[src/rtl/div.sv]
// Sequential 32-bit integer divider, signed or unsigned.
// The radix-2 restoring core works on operand magnitudes for 32 cycles;
// a final FIX cycle applies signs, handles b=0 and signed overflow,
// and registers quotient, remainder and condition field.
package Pu_types;
  localparam int DWIDTH = 32;
  typedef logic [DWIDTH-1:0] Word;
  typedef struct packed {
    logic lt;
    logic gt;
    logic eq;
    logic ov;
  } Cr_field;
endpackage

module div
  import Pu_types::*;
(
  input  logic    clk,
  input  logic    reset,
  input  logic    start,
  input  logic    uns,
  input  Word     a,
  input  Word     b,
  output logic    ready,
  output logic    valid,
  output Word     quot,
  output Word     rem,
  output Cr_field crf
);

  typedef enum logic [1:0] {IDLE, BUSY, FIX} state_t;

  state_t     state_reg, state_next;
  logic [5:0] cnt_reg;
  Word        a_reg;        // original dividend, returned as remainder on b=0
  Word        b_mag_reg;    // divisor magnitude
  Word        q_reg;        // dividend magnitude shifting out, quotient shifting in
  Word        r_reg;        // partial remainder
  logic       q_neg_reg;    // quotient must be negated
  logic       r_neg_reg;    // remainder must be negated
  logic       b_zero_reg;
  logic       ovf_reg;

  logic            accept;
  logic            a_neg, b_neg;
  Word             a_mag, b_mag;
  logic [DWIDTH:0] r_shift, r_trial;
  Word             quot_fix, rem_fix;
  Cr_field         crf_fix;

  assign accept = start && (state_reg == IDLE);

  // Operand signs only matter in signed mode.
  assign a_neg = ~uns & a[DWIDTH-1];
  assign b_neg = ~uns & b[DWIDTH-1];
  assign a_mag = a_neg ? -a : a;
  assign b_mag = b_neg ? -b : b;

  // One restoring step: bring in the next dividend bit, try to subtract.
  // r_shift < 2*divisor, so a borrow shows up as the top bit of r_trial.
  assign r_shift = {r_reg, q_reg[DWIDTH-1]};
  assign r_trial = r_shift - {1'b0, b_mag_reg};

  // Final result selection, including the two exceptional cases.
  always_comb begin
    quot_fix = q_neg_reg ? -q_reg : q_reg;
    rem_fix  = r_neg_reg ? -r_reg : r_reg;
    if (b_zero_reg) begin
      quot_fix = '0;
      rem_fix  = a_reg;
    end else if (ovf_reg) begin
      quot_fix = {1'b1, {(DWIDTH-1){1'b0}}};
      rem_fix  = '0;
    end
    crf_fix.lt = quot_fix[DWIDTH-1];
    crf_fix.eq = ~quot_fix[DWIDTH-1] && (quot_fix == '0);
    crf_fix.gt = ~quot_fix[DWIDTH-1] && (quot_fix != '0);
    crf_fix.ov = b_zero_reg | ovf_reg;
  end

  // State register.
  always_ff @(posedge clk or negedge reset) begin
    if (!reset) state_reg <= IDLE;
    else        state_reg <= state_next;
  end

  // Next-state logic: fixed 32 iterations, no early-out.
  always_comb begin
    state_next = state_reg;
    case (state_reg)
      IDLE:    if (start) state_next = BUSY;
      BUSY:    if (cnt_reg == 6'(DWIDTH-1)) state_next = FIX;
      FIX:     state_next = IDLE;
      default: state_next = IDLE;
    endcase
  end

  // FSM outputs.
  always_comb begin
    ready = (state_reg == IDLE);
  end

  // Operand capture and iterative datapath.
  always_ff @(posedge clk or negedge reset) begin
    if (!reset) begin
      cnt_reg    <= '0;
      a_reg      <= '0;
      b_mag_reg  <= '0;
      q_reg      <= '0;
      r_reg      <= '0;
      q_neg_reg  <= 1'b0;
      r_neg_reg  <= 1'b0;
      b_zero_reg <= 1'b0;
      ovf_reg    <= 1'b0;
    end else if (accept) begin
      cnt_reg    <= '0;
      a_reg      <= a;
      b_mag_reg  <= b_mag;
      q_reg      <= a_mag;
      r_reg      <= '0;
      q_neg_reg  <= a_neg ^ b_neg;
      r_neg_reg  <= a_neg;
      b_zero_reg <= (b == '0);
      ovf_reg    <= ~uns && (a == {1'b1, {(DWIDTH-1){1'b0}}}) && (b == '1);
    end else if (state_reg == BUSY) begin
      cnt_reg <= cnt_reg + 6'd1;
      if (!r_trial[DWIDTH]) begin
        r_reg <= r_trial[DWIDTH-1:0];
        q_reg <= {q_reg[DWIDTH-2:0], 1'b1};
      end else begin
        r_reg <= r_shift[DWIDTH-1:0];
        q_reg <= {q_reg[DWIDTH-2:0], 1'b0};
      end
    end
  end

  // Result registers: loaded in FIX, held until the next result.
  always_ff @(posedge clk or negedge reset) begin
    if (!reset) begin
      valid <= 1'b0;
      quot  <= '0;
      rem   <= '0;
      crf   <= '0;
    end else begin
      valid <= (state_reg == FIX);
      if (state_reg == FIX) begin
        quot <= quot_fix;
        rem  <= rem_fix;
        crf  <= crf_fix;
      end
    end
  end

endmodule

[config.mk]
export PLATFORM = sky130hd
export DESIGN_NAME = div
export DESIGN_NICKNAME = d
export VERILOG_FILES = /design/src/rtl/div.sv
export SDC_FILE = /design/constraint.sdc
export NUM_CORES = 1
export LEC_CHECK = 0
export CELL_PAD_IN_SITES_DETAIL_PLACEMENT = 0
export CELL_PAD_IN_SITES_GLOBAL_PLACEMENT = 1
export CORE_MARGIN = 2
export CORE_UTILIZATION = 47
export CTS_BUF_LIST = sky130_fd_sc_hd__clkbuf_16
export CTS_CLUSTER_DIAMETER = 200
export CTS_CLUSTER_SIZE = 8
export DETAILED_ROUTE_END_ITERATION = 8
export HOLD_SLACK_MARGIN = 0.15
export PLACE_DENSITY = 0.95
export SLEW_MARGIN = 10
export SYNTH_ARGS = -nofsm -noshare
export SYNTH_HDL_FRONTEND = slang
export SYNTH_SLANG_ARGS = --single-unit
export TNS_END_PERCENT = 100
[constraint.sdc]
create_clock -name clk -period 9 [get_ports clk]
set_input_delay 0.9 -clock clk [delete_from_list [all_inputs] [get_ports clk]]
set_output_delay 0.9 -clock clk [all_outputs]
set_load 0.02 [all_outputs]
; ---- Yosys cells after proc, flatten, opt, wreduce, memory -nomap -nowiden
; Index checks and enable logic that the tools add are counted.
[totals]
ff_bits = 209
latch_bits = 0
ram_bits = 0
mem_bits_ro = 0
input_bits = 68
output_inout_bits = 70
elab_cells = 66
n_memories = 0
[op_classes]
addsub = 6
n_mul = 0
n_div = 0
order_cmp = 0
eq_ne = 7
n_shift = 0
mux = 19
n_bitwise = 6
reduce_logical = 11
[ops]
columns = op, count
row1 = $mux 32, 13
row2 = $neg 32->32, 4
row3 = $eq 32x32->1 const B, 2
row4 = $logic_not 32->1, 2
row5 = $sub 33x32->33, 1
row6 = $reduce_bool 32->1, 1
row7 = $mux 6, 2
row8 = $add 6x1->6 const B, 1
row9 = $eq 6x5->1 const B, 1
row10 = $logic_and 1x1->1, 5
row11 = $mux 2, 2
row12 = $ne 2x2->1 const B, 2
row13 = $pmux 2 s2, 1
row14 = $and 1x1->1, 2
row15 = $eq 2x1->1 const B, 1
row16 = $eq 2x2->1 const B, 1
row17 = $logic_not 2->1, 1
row18 = $not 1->1, 2
row19 = $reduce_and 2->1, 1
row20 = $reduce_bool 2->1, 1
row21 = $mux 1, 1
row22 = $or 1x1->1, 1
row23 = $xor 1x1->1, 1

; ---- Logic depth before layout (Yosys ltp)
[logic_depth]
word_depth = 6
ltp_mapped = 13
depth_no_buf = 12

; ---- Worst setup path before layout
; OpenSTA, ideal clock, no wires.
[synth_timing]
kind = register to register
startpoint = register q_reg[0]
endpoint = register crf[2] (netlist name)
setup_time_ns = 0.123
arrival_ns = 3.483
required_ns = 8.877
path_slack_ns = 5.395
path_stages_with_launch = 14
path_buffers = 2
synth_period_minus_slack_ns = 3.605
path_cell_list = dfrtp_1 > inv_1 > ha_1 > or4b_4 > or4b_1 > buf_2 > or3_1 > buf_2 > or3_1 > o31ai_2 > xor2_1 > nor4b_2 > a21oi_1 > o221a_2
[synth_between]
elab_chain_len = 6
elab_cells_between_ends = 7
classes_between = 1 x add/sub / 3 x mux / 1 x bitwise / 2 x reduce/logical
[synth_rtl]
columns = element, line
row1 = "start, declared", 38  ; Word q_reg;
row2 = "start signal, assigned", 120  ; q_reg <= a_mag;
row3 = "start signal, assigned", 130  ; q_reg <= {q_reg[DWIDTH-2:0], 1'b1};
row4 = "start signal, assigned", 133  ; q_reg <= {q_reg[DWIDTH-2:0], 1'b0};
row5 = $neg 32->32, 67  ; quot_fix = q_neg_reg ? -q_reg : q_reg;
row6 = $mux 32 *, 67
row7 = $mux 32 *, 72  ; end else if (ovf_reg) begin
row8 = $mux 32 *, 69  ; if (b_zero_reg) begin
row9 = $reduce_bool 32->1 / $not 1->1 (equally long branches), 78  ; crf_fix.gt = ~quot_fix[DWIDTH-1] && (quot_fix != '0);
row10 = $logic_and 1x1->1 *, 78
row11 = "end signal, assigned", 150  ; crf <= crf_fix;
row12 = "end, declared", 29  ; output Cr_field crf
; Every way passes the cells marked *; elsewhere a longest branch is shown, timed or not.
; A chain may end at the register's enable or synchronous reset.

; ---- Worst setup path after layout
[layout_timing]
startpoint = register r_reg[4]
endpoint = register r_reg[20]
[layout_between]
elab_chain_len = 4
[layout_rtl]
columns = element, line
row1 = "start, declared", 39  ; Word r_reg;
row2 = "start signal, assigned", 129  ; r_reg <= r_trial[DWIDTH-1:0];
row3 = "start signal, assigned", 132  ; r_reg <= r_shift[DWIDTH-1:0];
row4 = $sub 33x32->33, 63  ; assign r_trial = r_shift - {1'b0, b_mag_reg};
row5 = $mux 32, 128  ; if (!r_trial[DWIDTH]) begin
row6 = $mux 32, 126  ; end else if (state_reg == BUSY) begin
row7 = $mux 32, 116  ; end else if (accept) begin
; No other way between the ends. The select of a mux whose other input is x is not followed.

==> results summary <==
The area fraction in compound gates after synthesis came out at 18.7%. The via count of the first global-routing pass is 11709. For this run, the register share of the synthesized area comes to 39.1%. The arithmetic-cell share of the synthesized area counting full adders, half adders and majority gates is 3.72%. The global-route wire length before repair came out at 62.6 mm. The placeable core region is 27900 sq um. The longest individual stage delay on the worst path came out at 0.55 ns.

The count of non-filler cells in the finished layout is 2100. The aggregate negative setup slack came out at 0 ns. The final cell area excluding filler cells came out at 15600 sq um. The relative contribution of the clock network to total power is 18.6%. The clock latency of the later-clocked register in the worst-skew pair is 0.55 ns. The total power divided by cell area came out at 324 nW/um^2. The final antenna-violating net count is 0. The tree is rooted in a sky130_fd_sc_hd__clkbuf_16. The synthesized design contains 0 enable-type register cells. Traced cell by cell, the critical path runs through ha_1, a21o_1, or3_1, o211ai_1, a21boi_0, o21ai_1, o21ai_0, a221oi_4, buf_4, nor2_1, a221o_1.

The number of ports placed on the die boundary is 138. The worst hold path belongs to the class in -> async. The dominant synthesized flop cell is sky130_fd_sc_hd__dfrtp_1.

The placed standard-cell area came out at 14900 sq um. After synthesis, the mean cell area works out to 8.09 sq um. The run finished with clean final reports. The average vias per placed instance came out at 5.88. The maximum buffer depth of the clock tree came out at 3.

The sum of routed wire length over all layers is 39.5 mm. The fraction of final layout cells sized beyond drive strength 1 is 4.07%. The register share of total power came out at 31.9%. At the end of routability-driven placement, the weighted congestion stood at 0.869. The die height came out at 172 microns. The xor and xnor fraction of the mapped netlist area came out at 9.60%.

The count of nets after finishing is 1831. The capturing element type of the critical path is a flop. The DRC violation count after routing is 0. The synthesized netlist devotes 22.2% of its cell area to simple gates. The sequential cell area is 5200 sq um. The post-synthesis register bit count is 208.

The library cell used most frequently in the layout, excluding fill and tap cells, is sky130_fd_sc_hd__nand2_1. Setup repair after global routing left no endpoint under its margin. The worst setup path is launched from a flop. The die outline area came out at 29700 sq um.

The transition time at the pin with the least slew margin came out at 0.923 ns. The TritonCTS clock tree is yes. The worst-case reg-to-reg path depth is 11.

The repair_antennas step left the layout with diodes totalling 0. The portion of netlist area occupied by mux cells came out at 2.04%. In this run, the number of DRC markers left after iteration 0 of detailed routing was 1157. The largest net degree at the start of global routing came out at 84. The total via count after detailed routing is 12345. The maximum clock rate is 242 MHz. The number of I/O port buffers came out at 137. The CTS H-tree depth is 1.

Of the total power, combinational logic draws 49.5%. The number of max-slew violations in the final report came out at 0. Synthesis produced a netlist with a net count of 1753. The internal power consumption came out at 2850 uW. The multi-input gate area in the final layout came out at 7530 sq um.

The global-route usage over all layers is 26.7%. The count of final setup violators is 0. Across the run, the number of max-cap violations was 0. The initial antenna violation count is 0. The Yosys step of the flow raised 0 warnings. By area, the combinational part of the netlist is dominated by simple AND/OR/NAND/NOR gates. In this run, post-CTS repair resized a total of 0 instances.

The count of placed standard cells including taps came out at 2071. The number of unique standard cell types used by synthesis came out at 66. The final number of hold-violating endpoints came out at 0. The number of clock buffers added by TritonCTS is 29. The time the worst path needs with I/O delays and setup came out at 4.14 ns.

The required time at the endpoint of the critical path is 9.41 ns. The synthesized cell area came out at 13300 sq um. Once the floorplan was initialized, standard cells occupied 47.8% of the core. The overall overflow remaining after global route is 0. The final cycle utilization of the critical path is 46.0%. The CTS sink count is 208. The max-slew headroom at the worst pin is 38.5%. The number of optimization iterations in the first detailed-route pass came out at 6.

The maximum fanout count along the critical path came out at 36. The number of post-CTS setup repair buffers is 0. The setup slack of the most critical reg-to-reg path is 4.86 ns. The floorplan has 61 rows. Across the routed clock network, the largest skew measured is 0.0235 ns.

The routed length per placed instance came out at 18.8 microns. The post-synthesis instance total came out at 1646. On the critical path, the stage with the largest delay is an instance of sky130_fd_sc_hd__o21ai_1. The final HPWL from detailed placement is 28.8 mm.

The filler cells instantiated in the layout total 2593. The async set-reset flop share out of synthesis came out at 100%. The leakage power came out at 0.00670 uW. The switching part of the total power came out at 43.8%. The cts-stage hold buffer count is 0. The worst endpoint data arrival time is 4.54 ns. The worst IR drop on VDD came out at 171 uV.

The top cell types in the final layout, fill and taps aside, are 316 x sky130_fd_sc_hd__nand2_1, 208 x sky130_fd_sc_hd__dfrtp_1, 152 x sky130_fd_sc_hd__o21ai_0. In this run the power spent charging and discharging nets is 2220 uW. The clock transition time at the flip-flop clock pins of the worst setup and hold paths is 0.05 ns. The critical path start-end classification is reg -> reg.

The die width came out at 172 microns. Relative to the synthesized area, the layout overhead comes to 17.3%.
==> cells in the mapped netlist (all sizes together) (3+ instances only) <==
library cell | n | area (sq um)
a211oi | 4 | 30.0
a21o | 23 | 173
a21oi | 69 | 345
a221o | 3 | 30.0
a221oi | 27 | 243
a22oi | 3 | 22.5
a31oi | 35 | 219
and2 | 5 | 31.3
and3 | 11 | 68.8
buf | 11 | 60.1
clkbuf | 95 | 357
dfrtp | 208 | 5200
ha | 38 | 475
inv | 52 | 195
mux2i | 26 | 260
nand2 | 317 | 1190
nand2b | 22 | 138
nand3 | 41 | 205
nand4 | 16 | 100
nor2 | 149 | 559
nor2b | 9 | 56.3
nor3 | 32 | 160
nor4 | 15 | 93.8
o2111ai | 3 | 26.3
o211ai | 8 | 60.1
o21a | 8 | 60.1
o21ai | 153 | 766
o21bai | 3 | 22.5
o22ai | 4 | 25.0
o31ai | 35 | 268
o41ai | 8 | 70.1
or2 | 11 | 68.8
or3 | 16 | 100
or4 | 11 | 82.6
xnor2 | 71 | 622
xor2 | 75 | 657
==> worst paths after layout <==
kind,to,start
max,r_reg[20],r_reg[4]
min,rem[9],reset
max reg2reg,r_reg[20],r_reg[4]
min reg2reg,quot[27],quot[27]
max in group asynchronous,q_neg_reg,reset
min in group clk,quot[27],quot[27]
==> cells by family after synthesis <==
group	after synthesis
buf+inv	159
compound gates	401
mux	27
flops	208
fa+ha+maj	39
xor+xnor	146
simple gates	666
==> critical path: cells and delay by family, from the launching register on <==
family	cells	cell delay, ns
flip-flops	1	0.44
buffers and inverters	1	0.49
AND/OR/NAND/NOR	2	0.48
adder cells (fa/ha/maj)	1	0.37
AO/OA/AOI/OAI	7	2.22
==> final cells by class <==
cell class	count	share of cell area, %
Clock buffer	29	4.64
Inverter	53	1.27
Multi-Input combinational cell	1279	48.2
Sequential cell	208	33.3
Tap cell	378	3.03
Timing Repair Buffer	153	9.57
==> power groups by stage <==
stage / sequential, uW / clock (uW) / combinational [uW]
2_1_floorplan: 1410 / 0 / 2010
3_3_place_gp: 1600 / 0 / 2440
3_5_place_dp: 1610 / 0 / 2480
4_1_cts: 1600 / 955 / 2490
5_1_grt: 1650 / 986 / 2810
6_report: 1620 / 943 / 2510
==> routing by layer <==
metal	track usage (%)	up-vias	wire, microns
li1	-	5875	-
met1	36.8	5901	17800
met2	43.6	479	17900
met3	3.04	90	2470
met4	9.46	0	1380
met5	0	-	0
==> stage by stage <==
| stage | hold slack (ns) | util (%) | total power (uW) | setup WS [ns] |
|---|---|---|---|---|
| 3_5_place_dp | 0.464 | 53.5 | 4090 | 4.87 |
| 4_1_cts | 0.397 | 56.1 | 5050 | 4.87 |
| 5_1_grt | 0.419 | 56.1 | 5450 | 4.58 |
| 3_3_place_gp | 0.459 | 53.5 | 4050 | 4.98 |
| 6_report | 0.369 | 56.1 | 5070 | 4.86 |
| 2_1_floorplan | 0.443 | - | 3420 | 5.39 |
(Power assumes the default switching activity.)
